`config.mk`:
```
export PLATFORM = sky130hd
export DESIGN_NAME = result_writer
export DESIGN_NICKNAME = d
export VERILOG_FILES = /design/src/rtl/result_pkg.sv /design/src/rtl/result_writer.sv
export SDC_FILE = /design/constraint.sdc
export NUM_CORES = 1
export LEC_CHECK = 0
export BUFFER_PORTS_ARGS = -buffer_cell sky130_fd_sc_hd__buf_2
export CORE_MARGIN = 4
export CORE_UTILIZATION = 54
export CTS_CLUSTER_DIAMETER = 60
export DETAILED_ROUTE_END_ITERATION = 10
export PLACE_DENSITY = 0.84
export SLEW_MARGIN = 20
export SYNTH_ARGS = -nofsm -noshare
export SYNTH_HDL_FRONTEND = slang
export SYNTH_SLANG_ARGS = --single-unit
```
`constraint.sdc`:
```
create_clock -name clk -period 2.85 [get_ports clk]
set_input_delay 0.57 -clock clk [delete_from_list [all_inputs] [get_ports clk]]
set_output_delay 0.57 -clock clk [all_outputs]
set_load 0.005 [all_outputs]
```
`src/rtl/result_pkg.sv`:
```
// Shared types and defaults for the MAC result writer and the MAC stage feeding it.
package result_pkg;

    localparam int unsigned NUM_ROWS_DEF = 8;
    localparam int unsigned SUM_W_DEF    = 24;
    localparam int unsigned DATA_W_DEF   = 32;

    // Writer FSM states
    typedef enum logic [1:0] {
        IDLE  = 2'd0,
        WRITE = 2'd1,
        DONE  = 2'd2
    } state_e;

    // One job's worth of MAC sums, as produced by the MAC stage
    typedef logic [SUM_W_DEF-1:0] sum_arr_t [0:NUM_ROWS_DEF-1];

endpackage

```
`src/rtl/result_writer.sv`:
```
// Snapshots all MAC sums on start, then drains them one word per accepted
// transfer through an Avalon-MM-style write master, so the MAC stage can be
// cleared and reused while the results are still being written.
module result_writer
    import result_pkg::*;
#(
    parameter int unsigned        NUM_ROWS  = NUM_ROWS_DEF,
    parameter int unsigned        SUM_W     = SUM_W_DEF,
    parameter int unsigned        DATA_W    = DATA_W_DEF,
    parameter int unsigned        ADDR_W    = 8,
    parameter logic [ADDR_W-1:0]  BASE_ADDR = '0
) (
    input  logic              clk,
    input  logic              rst_n,
    input  logic              start,
    input  logic [SUM_W-1:0]  sum [0:NUM_ROWS-1],
    output logic [ADDR_W-1:0] avm_address,
    output logic              avm_write,
    output logic [DATA_W-1:0] avm_writedata,
    input  logic              avm_waitrequest,
    output logic              busy,
    output logic              done,
    output logic              overrun
);

    localparam int unsigned      IDX_W    = (NUM_ROWS > 1) ? $clog2(NUM_ROWS) : 1;
    localparam logic [IDX_W-1:0] LAST_IDX = IDX_W'(NUM_ROWS - 1);

    state_e           state_q;
    logic [IDX_W-1:0] idx_q;
    logic [IDX_W-1:0] idx_nxt;
    // Register array rather than RAM: every row loads in the same cycle
    logic [SUM_W-1:0] sum_buf_q [0:NUM_ROWS-1];

    // Row that follows the current one once it is accepted
    assign idx_nxt = idx_q + 1'b1;

    // FSM, capture buffer and registered bus outputs
    always_ff @(posedge clk or negedge rst_n) begin
        if (!rst_n) begin
            state_q       <= IDLE;
            idx_q         <= '0;
            for (int i = 0; i < int'(NUM_ROWS); i++) begin
                sum_buf_q[i] <= '0;
            end
            avm_write     <= 1'b0;
            avm_address   <= '0;
            avm_writedata <= '0;
            busy          <= 1'b0;
            done          <= 1'b0;
            overrun       <= 1'b0;
        end else begin
            done <= 1'b0;
            // A start outside IDLE is dropped but remembered until reset
            if (start && state_q != IDLE) begin
                overrun <= 1'b1;
            end
            unique case (state_q)
                IDLE: begin
                    if (start) begin
                        sum_buf_q     <= sum;
                        idx_q         <= '0;
                        state_q       <= WRITE;
                        busy          <= 1'b1;
                        // First write is driven straight from the live sums so it
                        // can go out in the cycle right after start
                        avm_write     <= 1'b1;
                        avm_address   <= BASE_ADDR;
                        avm_writedata <= DATA_W'(sum[0]);
                    end
                end
                WRITE: begin
                    if (!avm_waitrequest) begin
                        if (idx_q == LAST_IDX) begin
                            state_q   <= DONE;
                            avm_write <= 1'b0;
                            done      <= 1'b1;
                        end else begin
                            idx_q         <= idx_nxt;
                            // Wraps modulo 2^ADDR_W by truncation
                            avm_address   <= BASE_ADDR + ADDR_W'(idx_nxt);
                            avm_writedata <= DATA_W'(sum_buf_q[idx_nxt]);
                        end
                    end
                end
                DONE: begin
                    state_q <= IDLE;
                    busy    <= 1'b0;
                end
                default: begin
                    state_q   <= IDLE;
                    avm_write <= 1'b0;
                    busy      <= 1'b0;
                end
            endcase
        end
    end

endmodule

```
==> flow_summary.toml <==
[status]
status = "finished, final reports clean"

[place]
place_hpwl_um = 16400
gp_congestion = 0.796
io_buffers = 226

[global_route]
grt_pass1_vias = 6468
grt_pass1_wl_um = 35900
antenna_found_initial = 3
grt_max_degree = 88
grt-ovfl-total = 0
grt_usage_pct = 22.4

[sta]
hold_violations = 0
fin_crit_sh_pct = 85.5
fin_skew_ns = 0.0131
tns_ns = 0
max_freq_ghz = 0.410
grt_setup_unrepaired = "false"
max_slew_margin_pct = 55.7
maxSlewViolCount = 0
period_minus_slack_ns = 2.44
tightest_slew_ns = 0.665
finalSetupViolCount = 0

[floorplanning]
io_pins = 240
fp.dieH_um = 145
rows = 49
initial_core_util_pct = 55.6
core_area_um2 = 18100
fp.dieW_um = 145
die_area_um2 = 20900

[routing]
vias = 6245
wl_um = 23600
drc = 0
drt-wirelength-per-cell_um = 21.5
ant_nets = 0
drt-initial-drc-count = 255
drt_pass1_iterations = 4
via_per_inst = 5.69

[critical_path]
cp.arrival_ns = 2.82
path_class = "reg -> reg"
worst_path_dominant_cell_family = "flip-flops"
reg2regPathDepth = 8
crit_chain = "ha_1, ha_2, nor3b_1, o21bai_4, nor2_4, buf_12, buf_4, mux2_2"
crit_path_end_kind = "flip-flop"
max_stage_delay_ns = 0.49
cp.depth = 8
crit_slowest_cell = "dfrtp_4"
cp.required_ns = 3.24
critPathLaunchType = "flip-flop"
cp_num_buf_inv = 2
path_max_fanout = 20

[logic_synthesis]
synth_edf_count = 0
synth.avg_cell_area_um2 = 16.2
yosysSeqAreaShare_pct = 55.8
ys_seq_elements = 225
synth_area_um2 = 10100
synthDistinctLibCells = 26
async_flop_share_pct = 100
synthCells = 621
ys.flop_type = "dfrtp_1"
ys_warn_count = 0

[cells_and_area]
multi_input_area_um2 = 4060
syn_to_final_growth_pct = 21.6
drive_above_1_share_pct = 60.3
ff_latch_area_um2 = 5630
nets = 1046
num-fill-cells = 1265

[clock_network]
cts.path.max_buffers = 3
ctsHoldBuffers = 0
cts_tree = "yes"
h-tree-depth = 1
numCtsBuffers = 25
root_buffer = "clkbuf_16"
insertion_delay_ns = 0.51
clock_sinks = 225
cts_resized = 0
post_cts_buffers = 0
cts.clk_slew.worst_paths_ns = 0.06

[job]
maxCapViolations = 0

[power_and_ir_drop]
p_total_uw = 15200
ir_drop_v = 0.000604
powerDensity_nw_per_um2 = 1240
p_leak_uw = 0.00553

[worst_hold_path]
min-delay-path-class = "in -> async"
-- layout make-up --
cell class                      instances  share of cell area, %
Clock buffer                           34                   5.62
Sequential cell                       225                   45.9
Multi-Input combinational cell        347                   33.1
Antenna cell                            3                 0.0612
Clock inverter                         11                   1.37
Tap cell                              229                   2.34
Timing Repair Buffer                  247                   11.5
Inverter                                2                 0.0612
-- worst paths after layout --
| path | from | to | slack, ns |
|---|---|---|---|
| worst max-delay path | idx_q[0]$_DFFE_PN0P_ | sum_buf_q[110]$_DFFE_PN0P_ | 0.41 |
| worst min-delay path | rst_n | sum_buf_q[128]$_DFFE_PN0P_ | 0.08 |
| worst max register to register | idx_q[0]$_DFFE_PN0P_ | sum_buf_q[110]$_DFFE_PN0P_ | 0.41 |
| worst min register to register | overrun$_DFFE_PN0P_ | overrun$_DFFE_PN0P_ | 0.46 |
| max in group asynchronous | rst_n | sum_buf_q[77]$_DFFE_PN0P_ | 2.06 |
| min in group clk | sum[88] | sum_buf_q[88]$_DFFE_PN0P_ | 0.28 |
-- state kept, by name, summed over array words and instances (netlist names) --
register	cells
avm_writedata	24
avm_write	1
overrun	1
state_q	2
sum_buf_q	192
idx_q	3
busy	1
done	1
-- cell families (layout without fill, tap and decap cells) --
group                      count (synthesis)  count (layout)  synth area share (%)
muxes                                    265             265                  34.7
DFF                                      225             225                  55.8
buffers and inverters                     61             294                  4.49
and+or+nand+nor                           35              35                  1.84
AOI/OAI and AO/OA                         32              32                  2.90
adders and majority gates                  2               2                 0.248
other                                      1              16                0.0372
-- where the power goes --
part           switching [uW]  leakage, uW  internal (uW)
registers                 850      0.00268           4840
logic                    2590      0.00243           3620
clock network            1280     0.000414           2060
-- stage by stage --
step	instances	area, um2	util [%]	setup slack (ns)	hold slack (ns)
after floorplan	633	10100	-	0.673	0.274
after global placement	1050	11400	62.8	0.442	0.450
after detailed placement	1050	11400	62.8	0.419	0.448
after CTS	1095	12300	67.5	0.401	0.0920
after global routing	1097	12300	67.6	0.299	0.121
final	1098	12300	67.6	0.412	0.0790
-- cell usage in the layout (no fill, tap or decap), types with 4 or more instances in the layout --
| master | instances |
|---|---|
| clkbuf_1 | 6 |
| mux2_1 | 9 |
| clkbuf_16 | 25 |
| buf_4 | 12 |
| bufinv_16 | 4 |
| mux4_2 | 48 |
| nor3_1 | 24 |
| nor2_1 | 4 |
| a221o_1 | 24 |
| buf_2 | 225 |
| dfrtp_1 | 224 |
| buf_12 | 9 |
| conb_1 | 13 |
| mux2i_1 | 24 |
| mux2_2 | 184 |
-- metal layers --
layer | routed length [um] | global-route usage [%] | vias to the layer above
met1 | 10500 | 33.5 | 3251
met2 | 11400 | 35.0 | 186
met3 | 1340 | 3.98 | 27
met5 | 7 | 0 | -
li1 | - | - | 2779
met4 | 288 | 5.15 | 2
-- worst register-to-register path, delay by kind of cell (launching register included) --
family	cells	cell delay, ns
compound gates	1	0.10
flops	1	0.49
mux	1	0.38
buf+inv	2	0.49
simple gates	2	0.49
fa+ha+maj	2	0.38
-- cell usage after synthesis (3+ instances only) --
master,number,area share [%]
clkbuf_1,6,0.22
nor2_1,4,0.15
mux4_2,48,11
nor3_1,24,1.2
a221o_1,24,2.4
buf_4,17,1.3
buf_2,18,0.89
buf_6,14,1.6
dfrtp_1,225,56
mux2_1,9,1.0
mux2i_1,24,2.4
mux2_2,184,21
nand2b_1,3,0.19
Note: power is estimated with default switching activity, not from simulation.
